--- src/rtl/dmem_port_arbiter_pkg.sv ---
// rtl/dmem_port_arbiter_pkg.sv - region codes, IO offsets and response-pipe type for the data-memory arbiter
package dmem_pkg;

    typedef enum logic [1:0] {
        REG_RAM      = 2'd0,
        REG_IO       = 2'd1,
        REG_UNMAPPED = 2'd2
    } region_e;

    localparam logic        IO_SW   = 1'b0;
    localparam logic        IO_LED  = 1'b1;
    localparam logic [16:0] IO_BASE = 17'h1;

    typedef struct packed {
        logic    valid;
        logic    port;
        region_e region;
        logic    offset;
        logic    we;
    } rsp_t;

    function automatic region_e decode_region(input logic [16:0] page);
        if (page == 17'h0)
            return REG_RAM;
        else if (page == IO_BASE)
            return REG_IO;
        else
            return REG_UNMAPPED;
    endfunction

endpackage

--- src/rtl/dmem_port_arbiter_rr_arb2.sv ---
// rtl/dmem_port_arbiter_rr_arb2.sv - two-input round-robin arbiter with last-grant pointer
module rr_arb2 (
    input  logic       clock,
    input  logic       reset_n,
    input  logic [1:0] req,
    output logic [1:0] gnt
);

    logic last_q;
    logic last_d;

    always_comb begin
        gnt    = req;
        last_d = last_q;
        if (req == 2'b11)
            gnt = last_q ? 2'b01 : 2'b10;
        if (gnt[1])
            last_d = 1'b1;
        else if (gnt[0])
            last_d = 1'b0;
    end

    // Reset value "port 1 granted last" makes port 0 the preferred winner.
    always_ff @(posedge clock or negedge reset_n) begin
        if (!reset_n)
            last_q <= 1'b1;
        else
            last_q <= last_d;
    end

endmodule

--- src/rtl/dmem_port_arbiter.sv ---
// rtl/dmem_port_arbiter.sv - shares data RAM and switch/LED IO between MEM stage (port 0) and loader (port 1)
module dmem_port_arbiter
    import dmem_pkg::*;
#(
    parameter int ADDR_BITS = 13,
    parameter int SW_W      = 18,
    parameter int LED_W     = 27
) (
    input  logic                 clock,
    input  logic                 reset_n,
    input  logic                 p0_req,
    input  logic                 p0_we,
    input  logic [63:0]          p0_addr,
    input  logic [63:0]          p0_wdata,
    output logic                 p0_gnt,
    output logic                 p0_ack,
    output logic [63:0]          p0_rdata,
    output logic                 p0_err,
    input  logic                 p1_req,
    input  logic                 p1_we,
    input  logic [63:0]          p1_addr,
    input  logic [63:0]          p1_wdata,
    output logic                 p1_gnt,
    output logic                 p1_ack,
    output logic [63:0]          p1_rdata,
    output logic                 p1_err,
    output logic                 mem_en,
    output logic                 mem_we,
    output logic [ADDR_BITS-1:0] mem_addr,
    output logic [63:0]          mem_wdata,
    input  logic [63:0]          mem_rdata,
    input  logic [SW_W-1:0]      switches,
    output logic [LED_W-1:0]     leds
);

    logic [1:0]       req;
    logic [1:0]       gnt;
    logic             any_gnt;
    logic             sel_we;
    logic [63:0]      sel_addr;
    logic [63:0]      sel_wdata;
    region_e          sel_region;
    logic [63:0]      rsp_rdata;
    logic             rsp_upd;
    logic             unused_addr_bits;

    rsp_t             rsp_q, rsp_d;
    logic [SW_W-1:0]  io_sw_q, io_sw_d;
    logic [SW_W-1:0]  sw_meta_q, sw_sync_q;
    logic [LED_W-1:0] leds_q, leds_d;
    logic [63:0]      rdata0_q, rdata0_d;
    logic [63:0]      rdata1_q, rdata1_d;

    // No grants while reset is held, so nothing is launched into the response pipe.
    assign req = {p1_req, p0_req} & {2{reset_n}};

    rr_arb2 u_arb (
        .clock   (clock),
        .reset_n (reset_n),
        .req     (req),
        .gnt     (gnt)
    );

    assign unused_addr_bits = ^{sel_addr[63:32], sel_addr[14:ADDR_BITS]};

    always_comb begin
        any_gnt    = |gnt;
        sel_we     = gnt[1] ? p1_we    : p0_we;
        sel_addr   = gnt[1] ? p1_addr  : p0_addr;
        sel_wdata  = gnt[1] ? p1_wdata : p0_wdata;
        sel_region = decode_region(sel_addr[31:15]);

        mem_en    = any_gnt && (sel_region == REG_RAM);
        mem_we    = mem_en && sel_we;
        mem_addr  = sel_addr[ADDR_BITS-1:0];
        mem_wdata = sel_wdata;

        leds_d = leds_q;
        if (any_gnt && sel_region == REG_IO && sel_addr[0] == IO_LED && sel_we)
            leds_d = sel_wdata[LED_W-1:0];

        // Switches are snapshotted at grant; LEDs can be read live in the response
        // cycle because no other access can be granted alongside the read.
        io_sw_d = any_gnt ? sw_sync_q : io_sw_q;

        rsp_d.valid  = any_gnt;
        rsp_d.port   = gnt[1];
        rsp_d.region = sel_region;
        rsp_d.offset = sel_addr[0];
        rsp_d.we     = sel_we;
    end

    always_comb begin
        rsp_rdata = '0;
        if (rsp_q.region == REG_RAM)
            rsp_rdata = mem_rdata;
        else if (rsp_q.region == REG_IO)
            rsp_rdata = (rsp_q.offset == IO_LED) ? {{(64-LED_W){1'b0}}, leds_q}
                                                 : {{(64-SW_W){1'b0}}, io_sw_q};
        rsp_upd = !rsp_q.we || (rsp_q.region == REG_UNMAPPED);

        p0_gnt = gnt[0];
        p1_gnt = gnt[1];
        p0_ack = rsp_q.valid && !rsp_q.port;
        p1_ack = rsp_q.valid &&  rsp_q.port;
        p0_err = p0_ack && (rsp_q.region == REG_UNMAPPED);
        p1_err = p1_ack && (rsp_q.region == REG_UNMAPPED);

        rdata0_d = (p0_ack && rsp_upd) ? rsp_rdata : rdata0_q;
        rdata1_d = (p1_ack && rsp_upd) ? rsp_rdata : rdata1_q;
        p0_rdata = rdata0_d;
        p1_rdata = rdata1_d;
        leds     = leds_q;
    end

    always_ff @(posedge clock or negedge reset_n) begin
        if (!reset_n) begin
            rsp_q     <= '0;
            io_sw_q   <= '0;
            sw_meta_q <= '0;
            sw_sync_q <= '0;
            leds_q    <= '0;
            rdata0_q  <= '0;
            rdata1_q  <= '0;
        end else begin
            rsp_q     <= rsp_d;
            io_sw_q   <= io_sw_d;
            sw_meta_q <= switches;
            sw_sync_q <= sw_meta_q;
            leds_q    <= leds_d;
            rdata0_q  <= rdata0_d;
            rdata1_q  <= rdata1_d;
        end
    end

endmodule
--- config.mk ---
export PLATFORM = sky130hd
export DESIGN_NAME = dmem_port_arbiter
export DESIGN_NICKNAME = d
export VERILOG_FILES = /design/src/rtl/dmem_port_arbiter_pkg.sv /design/src/rtl/dmem_port_arbiter_rr_arb2.sv /design/src/rtl/dmem_port_arbiter.sv
export SDC_FILE = /design/constraint.sdc
export NUM_CORES = 1
export LEC_CHECK = 0
export ABC_AREA = 1
export BUFFER_PORTS_ARGS = -buffer_cell sky130_fd_sc_hd__buf_2
export CAP_MARGIN = 40
export CORE_AREA = 2 2 226 228
export DETAILED_ROUTE_END_ITERATION = 10
export DIE_AREA = 0 0 228 230
export PLACE_DENSITY = 0.45
export SYNTH_ARGS = -nofsm -noshare
export SYNTH_HDL_FRONTEND = slang
export SYNTH_HIERARCHICAL = 1
export SYNTH_SLANG_ARGS = --single-unit
--- constraint.sdc ---
create_clock -name clock -period 2 [get_ports clock]
set_clock_uncertainty 0.1 [all_clocks]
set_input_delay 0.4 -clock clock [delete_from_list [all_inputs] [get_ports clock]]
set_output_delay 0.4 -clock clock [all_outputs]
set_load 0.05 [all_outputs]
# Word level (Yosys, flattened, before mapping)
# Index checks and enable logic that the tools add are counted.
word_totals:
  ff_bits: 216
  input_bits: 344
  wordCells: 51
op_classes:
  n_eq_ne: 5
  muxes: 14
  n_bitwise: 1
  reduce_logical: 19
op_table:
  columns: ["operator", "n"]
  rows:
  - ["$mux W64", 4]
  - ["$mux W27", 2]
  - ["$mux W32", 1]
  - ["$eq A17 B1 Y1 const B", 1]
  - ["$logic_not A17 Y1", 1]
  - ["$logic_and A1 B1 Y1", 11]
  - ["$mux W2", 4]
  - ["$eq A2 B1 Y1 const B", 2]
  - ["$eq A2 B2 Y1 const B", 2]
  - ["$logic_not A2 Y1", 2]
  - ["$mux W1", 3]
  - ["$and A2 B2 Y2", 1]
  - ["$logic_not A1 Y1", 2]
  - ["$reduce_bool A2 Y1", 1]
  - ["$reduce_or A2 Y1", 1]
  - ["$logic_or A1 B1 Y1", 1]

# Longest topological paths before layout
# Gate-level depths: netlist of run 1.
depth:
  word_depth: 11
  mapped_depth: 14

# Modules after synthesis
# The synthesis of run 1 kept the hierarchy.
modules_own_cells:
  columns: ["module", "n_inst", "cells_per_inst", "area_each_um2"]
  rows:
  - ["dmem_port_arbiter", 1, 1084, 9673.0]
  - ["rr_arb2", 1, 12, 72.6]

# Worst setup path before layout of run 1
# OpenSTA, ideal clock, no wires.
synth_timing:
  kind: "in2out"
  from: "input port p1_req"
  to: "output port mem_we"
  arrival_time_ns: 2.389
  required_ns: 1.500
  slack_ns: -0.889
  cell_stages: 11
  path_cell_list: "nand2_1 inv_1 inv_1 nand2_1 nand2_1 nor2_1 buf_2 inv_1 clkbuf_1 nand3_1 nor2_1"
synth_between:
  elab_cells_between_ends: 13
  classes_between: "2 x eq/ne; 5 x mux; 1 x bitwise; 5 x reduce/logical"
synth_lines:
  columns: ["item", "line", "text"]
  rows:
  - ["start, declared", "dmem_port_arbiter.sv:19", "input logic p1_req,"]
  - ["$and A2 B2 Y2", "dmem_port_arbiter.sv:55", "assign req = {p1_req, p0_req} & {2{reset_n}};"]
  - ["via req[1]", "dmem_port_arbiter.sv:36", "logic [1:0] req;"]
  - ["$eq A2 B2 Y1", "dmem_port_arbiter_rr_arb2.sv:15", "if (req == 2'b11)"]
  - ["$mux W2", "dmem_port_arbiter_rr_arb2.sv:15", null]
  - ["via p0_gnt", "dmem_port_arbiter.sv:15", "output logic p0_gnt,"]
  - ["$reduce_or A2 Y1", "dmem_port_arbiter.sv:67", "any_gnt = |gnt;"]
  - ["$logic_and A1 B1 Y1", "dmem_port_arbiter.sv:73", "mem_en = any_gnt && (sel_region == REG_RAM);"]
  - ["$logic_and A1 B1 Y1", "dmem_port_arbiter.sv:74", "mem_we = mem_en && sel_we;"]
  - ["end, declared", "dmem_port_arbiter.sv:28", "output logic mem_we,"]
# The timed path passes the listed nets, and every way through them passes these cells.

# Worst setup path in the final report of run 1
layout_timing:
  from: "register rsp_q[4] (netlist bit)"
  to: "output port p0_rdata[34]"
layout_between:
  elab_chain_cells: 4
layout_rtl:
  columns: ["item", "line", "text"]
  rows:
  - ["start, declared", "dmem_port_arbiter.sv:47", "rsp_t rsp_q, rsp_d;"]
  - ["start signal, assigned", "dmem_port_arbiter.sv:126", "rsp_q <= rsp_d;"]
  - ["$logic_not A1 Y1", "dmem_port_arbiter.sv:104", "p0_ack = rsp_q.valid && !rsp_q.port;"]
  - ["$logic_and A1 B1 Y1", "dmem_port_arbiter.sv:104", null]
  - ["$logic_and A1 B1 Y1", "dmem_port_arbiter.sv:109", "rdata0_d = (p0_ack && rsp_upd) ? rsp_rdata : rdata0_q;"]
  - ["$mux W64", "dmem_port_arbiter.sv:109", null]
  - ["end, declared", "dmem_port_arbiter.sv:17", "output logic [63:0] p0_rdata,"]
# No other way between the ends.

==> impl_metrics.json, run 1 <==
{
  "period_needed_ns": 2.72,
  "critPathSlowestCell": "dfrtp_2",
  "gp_congestion": 0.948,
  "die-area_sq_um": 52400,
  "tns_ns": -134.01,
  "place_ws_ns": -0.405,
  "worst_setup_path_start_kind": "flip-flop",
  "routedWlPerCell_um": 19.7,
  "ys.warnings.count": 6,
  "post-place-cells": 2361,
  "area_growth_pct": 131,
  "cap_violations": 0,
  "violations": "negative setup slack",
  "clk_pin_slew_ns": 0.06,
  "yosysTopAreaCellShare_pct": 55.2,
  "irDropWorstVdd_mv": 0.531,
  "via_per_inst": 4.15,
  "clock_latency_ns": 0.58,
  "grt_pass1_wl_um": 68700,
  "final_common_cell": "buf_2",
  "syn-num-nets": 1440,
  "drtPass1Iterations": 5,
  "fp-row-count": 82,
  "portBuffers": 515,
  "synth_area_leaders": "dfrtp_1 (55%), nand2_1 (16%), mux2_2 (11%)",
  "fin_util_pct": 45.2,
  "rsz0062_at_grt": "true",
  "finalMaxSlewViolations": 0,
  "cellLeakagePower_nw": 11.5,
  "cts.sinks": 216,
  "critical_path_required_ns": 1.50,
  "worst_path_most_repeated_cell": "buf_12",
  "ys_seq_area_share_pct": 55.5,
  "post-route-drc-count": 0,
  "drt_iter0_drc": 429,
  "fp.dieH_um": 230,
  "grt_start_max_net_pins": 122,
  "outcome": "complete, but fails checks",
  "slew_headroom_pct": 50.6,
  "cts_root_buf": "clkbuf_16",
  "setup_viol": 243,
  "io_pins": 584,
  "critPathBufInv": 3,
  "cp_cell_sequence": "nor2_4 -> a21boi_4 -> buf_12 -> buf_12 -> mux2_4 -> buf_8",
  "numCtsBuffers": 28,
  "synthArstFlopShare_pct": 100,
  "max_freq_mhz": 368,
  "hold_viol": 0,
  "layout_common_cells": "buf_2 (303), dfrtp_1 (213), buf_4 (167)",
  "synth_area_sq_um": 9750,
  "drive_gt1_share_pct": 68.0,
  "post-route-period-util_pct": 136,
  "avgSynthCellArea_sq_um": 8.89,
  "synth_edf_count": 0,
  "grt_usage_pct": 17.3,
  "setup_ws_ns": -0.720,
  "arrival_ns": 2.22,
  "die_x_um": 228,
  "nNetsFinal": 2257,
  "synth.distinct_cells": 26,
  "synth_top_area_cell": "dfrtp_1",
  "clock_path_buffers": 3,
  "antenna_found_initial": 9,
  "ant_nets": 0,
  "min_path_type": "primary input to flip-flop",
  "p_per_area_nw_per_um2": 602,
  "cp_max_fo": 12,
  "cpLargestDelayFamily": "buffers and inverters",
  "critPathMaxStageDelay_ns": 0.45,
  "synth-seq-cells": 216,
  "core_sq_um": 49900,
  "h-tree-depth": 1,
  "drt_wl_total_um": 51400,
  "worst_slew_pin_slew_ns": 0.741,
  "start_util_pct": 19.5,
  "hold_ws_ns": 0.148,
  "vias": 10800,
  "grt_pass1_vias": 10900,
  "syn_inst": 1096,
  "end_kind": "output pin",
  "dp_hpwl_um": 35100,
  "stdcell_count": 2610,
  "grt_overflow": 0,
  "critical_path_class": "flip-flop to output pin",
  "ys.flop_type": "dfrtp_1",
  "cts_tree": "done"
}
## worst reg2reg max path, stage by stage, from the launching register on
cell	delay, ns
dfstp_2	0.56
a21oi_4	0.09
buf_12	0.14
clkinv_8	0.06
buf_12	0.14
nand2_2	0.05
and2_4	0.15
nor3_4	0.18
buf_6	0.14
nand3_4	0.16
clkbuf_16	0.20
nand2_1	0.06
nand2_1	0.04
## final timing paths
kind	start	end	slack [ns]	cells after the start
worst min register to register	sw_meta_q[5]$_DFF_PN0_	sw_sync_q[5]$_DFF_PN0_	0.24	0
min in group asynchronous	reset_n	leds[23]$_DFFE_PN0P_	0.53	3
worst min-delay path	p0_wdata[9]	leds[9]$_DFFE_PN0P_	0.15	5
worst max-delay path	rsp_q[4]$_DFF_PN0_	p0_rdata[34]	-0.72	6
worst max register to register	u_arb/last_q$_DFFE_PN1P_	leds[18]$_DFFE_PN0P_	-0.22	12
max in group asynchronous	reset_n	rsp_q[1]$_DFF_PN0_	0.03	4
## state kept, by name, indices dropped and copies added, names as in the netlist
| name | count |
|---|---|
| rdata1_q | 64 |
| rsp_q | 6 |
| sw_sync_q | 18 |
| io_sw_q | 18 |
| leds | 27 |
| sw_meta_q | 18 |
| u_arb/last_q | 1 |
| rdata0_q | 64 |
## routing by layer
metal	wire length (um)	vias up	track usage, %
li1	-	5112	-
met1	20900	5211	21.5
met2	25600	396	29.2
met3	2750	104	3.67
met4	2130	10	6.76
met5	61	-	0
## cells by family (layout without fill, tap and decap cells)
logic type	after synthesis	in the layout	synth area share, %
and+or+nand+nor	565	565	23.3
AOI/OAI and AO/OA	67	67	3.97
buffers and inverters	156	994	6.68
DFF	216	216	55.5
other	0	4	0
muxes	92	92	10.6
## per-stage QoR
step	power (mW)	cell area, sq um
6_report	13.6	22500
5_1_grt	14.1	22500
3_5_place_dp	7.01	15700
4_1_cts	13.0	19300
2_1_floorplan	5.95	10800
3_3_place_gp	7.01	15700
## synthesized netlist by cell type, types with 2 or more instances
cell type / number
clkbuf_1: 22
mux2_2: 92
inv_1: 90
dfrtp_1: 215
buf_1: 13
nor2_1: 94
buf_6: 3
nand4_1: 27
nor3_1: 3
nand2_1: 406
nand3_1: 30
clkinv_1: 2
o31ai_1: 18
buf_4: 4
o21ai_0: 45
buf_2: 22
## cell type report
class | count | area [sq um]
multi-input combinational | 724 | 6300
timing repair buffer | 851 | 8600
clock buffer | 35 | 747
antenna | 4 | 10.0
fill | 4658 | 27300
inverter | 92 | 365
sequential | 216 | 5410
clock inverter | 16 | 251
tap | 672 | 841
## timing repair
item | in CTS | in global routing
hold endpoints to repair | 62 | 0
setup endpoints to repair | 243 | 390
cloned | 14 | 18
pin swaps | 27 | 70
hold buffers | 20 | 0
gates resized for setup | 439 | 641
buffers inserted | 53 | 112
## power breakdown
part | leakage [nW] | internal [mW] | switching [mW]
Sequential | 2.88 | 4.50 | 0.0666
Clock | 0.473 | 3.32 | 2.05
Combinational | 8.19 | 1.65 | 1.97
Note: power is estimated with default switching activity, not from simulation.
==> run 2, diff against run 1 <==
--- a/config.mk
+++ b/config.mk
@@ -5,13 +5,12 @@
 export SDC_FILE = /design/constraint.sdc
 export NUM_CORES = 1
 export LEC_CHECK = 0
-export ABC_AREA = 1
 export BUFFER_PORTS_ARGS = -buffer_cell sky130_fd_sc_hd__buf_2
 export CAP_MARGIN = 40
 export CORE_AREA = 2 2 226 228
 export DETAILED_ROUTE_END_ITERATION = 10
 export DIE_AREA = 0 0 228 230
-export PLACE_DENSITY = 0.45
+export PLACE_DENSITY = 0.43
 export SYNTH_ARGS = -nofsm -noshare
 export SYNTH_HDL_FRONTEND = slang
 export SYNTH_HIERARCHICAL = 1
==> run 2 against run 1 <==
- largest cell class unchanged
- die area did not move
- final area fell by 5.1%
- the run still ends with negative setup slack left
- combinational power fell by 13%
- critical path type unchanged
- hold slack got worse by 0.11 ns
- routed wire length fell by 12%
- cell count fell by 13%
- worst setup slack got worse by 0.25 ns
==> impl_metrics.json, run 2 <==
{
  "outcome": "complete, but fails checks",
  "violations": "negative setup slack",
  "setup_viol": 259,
  "ys.warnings.count": 6,
  "via_per_inst": 4.06,
  "core_sq_um": 49900,
  "hold_viol": 0,
  "post-route-drc-count": 0,
  "tns_ns": -160.21,
  "irDropWorstVdd_mv": 0.495,
  "fp.dieH_um": 230,
  "routedWlPerCell_um": 20.0,
  "portBuffers": 515,
  "synth-seq-cells": 216,
  "hold_ws_ns": 0.0421,
  "cts_root_buf": "clkbuf_16",
  "synth_top_area_cell": "dfrtp_1",
  "cts.sinks": 216,
  "synth_edf_count": 0,
  "critical_path_required_ns": 1.50,
  "rsz0062_at_grt": "true",
  "yosysTopAreaCellShare_pct": 58.8,
  "synth_area_leaders": "dfrtp_1 (59%), mux2_2 (17%), nand2_1 (5.5%)",
  "cp_max_fo": 4,
  "grt_usage_pct": 16.4,
  "syn-num-nets": 1094,
  "cellLeakagePower_nw": 10.2,
  "slew_headroom_pct": 49.9,
  "critPathMaxStageDelay_ns": 0.56,
  "synthSimpleGateAreaFrac_pct": 8.02,
  "dp_hpwl_um": 28000,
  "critical_path_class": "flip-flop to output pin",
  "drive_gt1_share_pct": 81.0,
  "grt_pass1_vias": 9982,
  "die_x_um": 228,
  "ys.flop_type": "dfrtp_1",
  "grt_overflow": 0,
  "synth_common_cells": "dfrtp_1 (215), mux2_2 (139), nand2_1 (134)",
  "syn_inst": 750,
  "synth_top_family_by_area": "multiplexers",
  "synth_adder_area_share_pct": 0,
  "arrival_ns": 2.47,
  "fp-row-count": 82,
  "synth_area_sq_um": 9150,
  "synth_compound_area_share_pct": 7.72,
  "worst_slew_pin_slew_ns": 0.751,
  "h-tree-depth": 1,
  "cap_violations": 0,
  "p_per_area_nw_per_um2": 593,
  "worst_setup_path_start_kind": "flip-flop",
  "ys_seq_area_share_pct": 59.1,
  "avgSynthCellArea_sq_um": 12.2,
  "post-route-period-util_pct": 149,
  "antenna_found_initial": 4,
  "ant_nets": 0,
  "clk_pin_slew_ns": 0.06,
  "numCtsBuffers": 27,
  "clock_latency_ns": 0.55,
  "nNetsFinal": 1923,
  "drtPass1Iterations": 4,
  "final_common_cell": "buf_2",
  "finalMaxSlewViolations": 0,
  "setup_ws_ns": -0.972,
  "cp_cell_sequence": "a21boi_4 -> nor4_2 -> nand4_1 -> or4_4 -> and2_4 -> nor4_4 -> buf_6",
  "grt_pass1_wl_um": 65000,
  "fin_util_pct": 42.9,
  "synthMuxAreaShare_pct": 22.5,
  "place_ws_ns": -0.866,
  "period_needed_ns": 2.97,
  "clock_path_buffers": 3,
  "synthXorXnorAreaFrac_pct": 0,
  "grt_start_max_net_pins": 120,
  "area_growth_pct": 133,
  "vias": 9232,
  "drt_iter0_drc": 381,
  "start_util_pct": 18.4,
  "fillerInstances": 4604,
  "synth.most_common_cell": "dfrtp_1",
  "synthArstFlopShare_pct": 100,
  "gp_congestion": 0.805,
  "synth.distinct_cells": 31,
  "cts_tree": "done",
  "end_kind": "output pin",
  "critPathSlowestCell": "dfstp_2",
  "max_freq_mhz": 336,
  "min_path_type": "primary input to flip-flop",
  "io_pins": 584,
  "die-area_sq_um": 52400,
  "drt_wl_total_um": 45500,
  "layout_common_cells": "buf_2 (305), dfrtp_1 (215), buf_4 (181)"
}
==> run 2: cell types whose count changed after synthesis, moves of 30 or more <==
cell	before	now
inv_1	90	4
mux2_2	92	139
nand2_1	406	134
nand3_1	30	0
nor2_1	94	24
o21ai_0	45	92
==> run 2: path summary, 6_finish.rpt <==
path / from / end / slack [ns] / depth (start not counted)
max reg2reg: u_arb/last_q$_DFFE_PN1P_ / leds[5]$_DFFE_PN0P_ / -0.88 / 12
max: u_arb/last_q$_DFFE_PN1P_ / mem_we / -0.97 / 7
max in group asynchronous: reset_n / rdata0_q[39]$_DFF_PN0_ / 0.29 / 4
min reg2reg: sw_meta_q[3]$_DFF_PN0_ / sw_sync_q[3]$_DFF_PN0_ / 0.24 / 0
min in group asynchronous: reset_n / leds[0]$_DFFE_PN0P_ / 0.39 / 3
min: mem_rdata[27] / rdata0_q[27]$_DFF_PN0_ / 0.04 / 3
==> run 2: report_power, final <==
part	internal, mW	switching (mW)	total (mW)
Combinational	1.51	1.65	3.16
Sequential	4.52	0.0918	4.61
Clock	2.91	1.97	4.89
Total	8.94	3.72	12.7
==> run 2: timing repair <==
action | 4_1_cts | 5_1_grt
hold buffers | 23 | 0
endpoints found under the setup margin | 258 | 261
cloned | 37 | 8
resized for setup | 671 | 151
hold endpoints to repair | 60 | 0
setup buffers | 113 | 71
pin swaps | 75 | 77
==> run 2: final cells by class <==
class                      count  area [sq um]  share of cell area, %
antenna                        2          5.00                 0.0234
clock buffer                  35           756                   3.54
clock inverter                14           131                  0.615
inverter                       4          18.8                 0.0878
multi-input combinational    484          5900                   27.6
sequential                   216          5410                   25.3
tap                          672           841                   3.94
timing repair buffer         846          8310                   38.9
==> run 2: metrics by stage <==
stage / power [mW] / cells / area, sq um
floorplan: 5.95 / 750 / 10600
global placement: 6.79 / 2004 / 15100
detailed placement: 6.81 / 2005 / 15200
CTS: 12.8 / 2221 / 20600
global route: 13.2 / 2272 / 21400
finish: 12.7 / 2273 / 21400
==> run 2: logic make-up (layout without fill, tap and decap cells) <==
family                 count (synthesis)  after routing
buffers and inverters                 54            899
other                                  0              2
AOI/OAI and AO/OA                    124            124
muxes                                178            178
DFF                                  216            216
and+or+nand+nor                      178            182
==> run 2: routing by layer <==
layer | global-route usage, % | up-vias | part of all wire [%]
li1 | - | 4299 | -
met1 | 20.2 | 4563 | 41
met2 | 28.8 | 307 | 52
met3 | 3.14 | 59 | 5.0
met4 | 5.27 | 4 | 2.9
met5 | 0 | - | 0.048
==> run 2: critical path: cells and delay by family (launching register included) <==
kind / cells / cell delay, ns
AOI/OAI and AO/OA: 1 / 0.07
and+or+nand+nor: 5 / 1.08
DFF: 1 / 0.56
buffers and inverters: 1 / 0.20
==> run 3, diff against run 2 <==
--- a/config.mk
+++ b/config.mk
@@ -11,6 +11,7 @@
 export DETAILED_ROUTE_END_ITERATION = 10
 export DIE_AREA = 0 0 228 230
 export PLACE_DENSITY = 0.43
+export SETUP_SLACK_MARGIN = 0.2
 export SYNTH_ARGS = -nofsm -noshare
 export SYNTH_HDL_FRONTEND = slang
 export SYNTH_HIERARCHICAL = 1
==> run 3 against run 2 <==
- the flow still finishes with violations (negative setup slack)
- first-iteration DRC count is 2.6% higher
- sequential cell count unchanged
- die area did not move
- sequential share of layout area is 0.12 points lower
- power increased by 3.0%
- fmax down 4.2%
- routed wire length decreased by 2.7%
- cell count is 0.66% lower
- combinational power is 2% lower
- critical path type unchanged
- critical endpoint is now mem_en
==> impl_metrics.json, run 3 (synthesis results as in run 2) <==
{
  "outcome": "complete, but fails checks",
  "violations": "negative setup slack",
  "cp_max_fo": 3,
  "area_growth_pct": 135,
  "setup_viol": 250,
  "worst_slew_pin_slew_ns": 0.620,
  "die-area_sq_um": 52400,
  "p_seq_share_pct": 35.3,
  "final_common_cell": "buf_2",
  "comb_power_share_pct": 23.8,
  "cts.sinks": 216,
  "vias": 9169,
  "drt_iter0_drc": 391,
  "slew_headroom_pct": 58.6,
  "multi_input_area_sq_um": 5960,
  "min_path_type": "primary input to asynchronous set/reset pin",
  "post-route-period-util_pct": 155,
  "p_per_area_nw_per_um2": 607,
  "switching_share_pct": 28.3,
  "cellLeakagePower_nw": 10.1,
  "place_ws_ns": -1.02,
  "arrival_ns": 2.60,
  "clk_pin_slew_ns": 0.06,
  "max_freq_mhz": 322,
  "post-place-cells": 2037,
  "critical_path_class": "flip-flop to output pin",
  "placed_area_sq_um": 15700,
  "cts_tree": "done",
  "end_kind": "output pin",
  "dp_hpwl_um": 27800,
  "stdcell_count": 2258,
  "ant_nets": 0,
  "core_sq_um": 49900,
  "finalPower_mw": 13.0,
  "h-tree-depth": 1,
  "drt_wl_total_um": 44300,
  "fp-row-count": 82,
  "nNetsFinal": 1910,
  "finalMaxSlewViolations": 0,
  "grt_start_max_net_pins": 59,
  "portBuffers": 515,
  "grt_overflow": 0,
  "seq_area_sq_um": 5410,
  "final_cell_area_sq_um": 21500,
  "grt_pass1_wl_um": 63800,
  "cap_violations": 0,
  "fin_util_pct": 43.1,
  "hold_viol": 0,
  "p_clk_share_pct": 40.9,
  "cts_root_buf": "clkbuf_16",
  "rsz0062_at_grt": "true",
  "critical_path_required_ns": 1.50,
  "drtPass1Iterations": 4,
  "io_pins": 584,
  "clock_path_buffers": 3,
  "period_needed_ns": 3.10,
  "gp_congestion": 0.852,
  "routedWlPerCell_um": 19.6,
  "post-route-drc-count": 0,
  "irDropWorstVdd_mv": 0.612,
  "setup_ws_ns": -1.10,
  "layout_common_cells": "buf_2 (305), dfrtp_1 (213), buf_4 (170)",
  "fp.dieH_um": 230,
  "die_x_um": 228,
  "netSwitchingPower_mw": 3.69,
  "reg2reg_setup_slack_ns": -0.64,
  "via_per_inst": 4.06,
  "fillerInstances": 4552,
  "intPower_mw": 9.36,
  "clock_latency_ns": 0.56,
  "grt_pass1_vias": 9744,
  "hold_ws_ns": 0.0177,
  "drive_gt1_share_pct": 80.1,
  "grt_usage_pct": 16.2,
  "antenna_found_initial": 5,
  "tns_ns": -168.87,
  "numCtsBuffers": 27,
  "worst_setup_path_start_kind": "flip-flop",
  "start_util_pct": 18.4
}
## run 3: cell types whose count changed in the layout (fill, tap and decap cells not counted), sizes merged
| cell | change |
|---|---|
| buf | -4 |
| bufbuf | -1 |
| bufinv | +3 |
| clkinv | -8 |
| clkinvlp | +1 |
| diode | -1 |
| dlygate4sd3 | -3 |
| inv | -1 |
| nand2 | -1 |
## run 3: layout make-up
cell class                 instances  area share [%]
timing repair buffer             834            38.6
multi-input combinational        483            27.7
sequential                       216            25.2
tap                              672            3.91
clock buffer                      39            3.68
clock inverter                     9           0.821
inverter                           4          0.0874
antenna                            1          0.0116
## run 3: power groups by stage
| stage | Combinational [mW] | Clock [mW] | Sequential (mW) |
|---|---|---|---|
| finish | 3.10 | 5.34 | 4.61 |
| global route | 3.26 | 5.71 | 4.62 |
| CTS | 2.87 | 5.53 | 4.60 |
| detailed placement | 2.21 | 0 | 4.67 |
| global placement | 2.19 | 0 | 4.67 |
| floorplan | 1.38 | 0 | 4.65 |
## run 3: path summary, 6_finish.rpt
check	startpoint	to	cells past startpoint
max	u_arb/last_q$_DFFE_PN1P_	mem_en	8
min	reset_n	rdata1_q[50]$_DFF_PN0_	3
min in group clock	mem_rdata[60]	rdata1_q[60]$_DFF_PN0_	3
min reg2reg	sw_meta_q[15]$_DFF_PN0_	sw_sync_q[15]$_DFF_PN0_	0
max reg2reg	u_arb/last_q$_DFFE_PN1P_	leds[26]$_DFFE_PN0P_	12
max in group asynchronous	reset_n	rdata0_q[38]$_DFF_PN0_	5
## run 3: what timing repair did
action                                 CTS  global route
setup endpoints to repair              261           306
setup buffers                           71            45
gates cloned                            32             3
hold buffers                            20             0
resized for setup                      540           202
endpoints found under the hold margin   40             0
pin swaps                               60            55
## run 3: critical path, cell delays in order (launching register included)
cell,delay (ns)
dfstp_2,0.56
a21boi_4,0.08
nor4_4,0.17
nand4_1,0.11
or4_4,0.45
and2_4,0.19
buf_6,0.12
nor3_4,0.19
buf_6,0.18
## run 3: per-layer routing
layer | wire [um] | global-route usage (%)
met1 | 18400 | 20.7
met2 | 22500 | 28.1
met3 | 2490 | 3.45
met5 | 52 | 0
met4 | 848 | 3.33
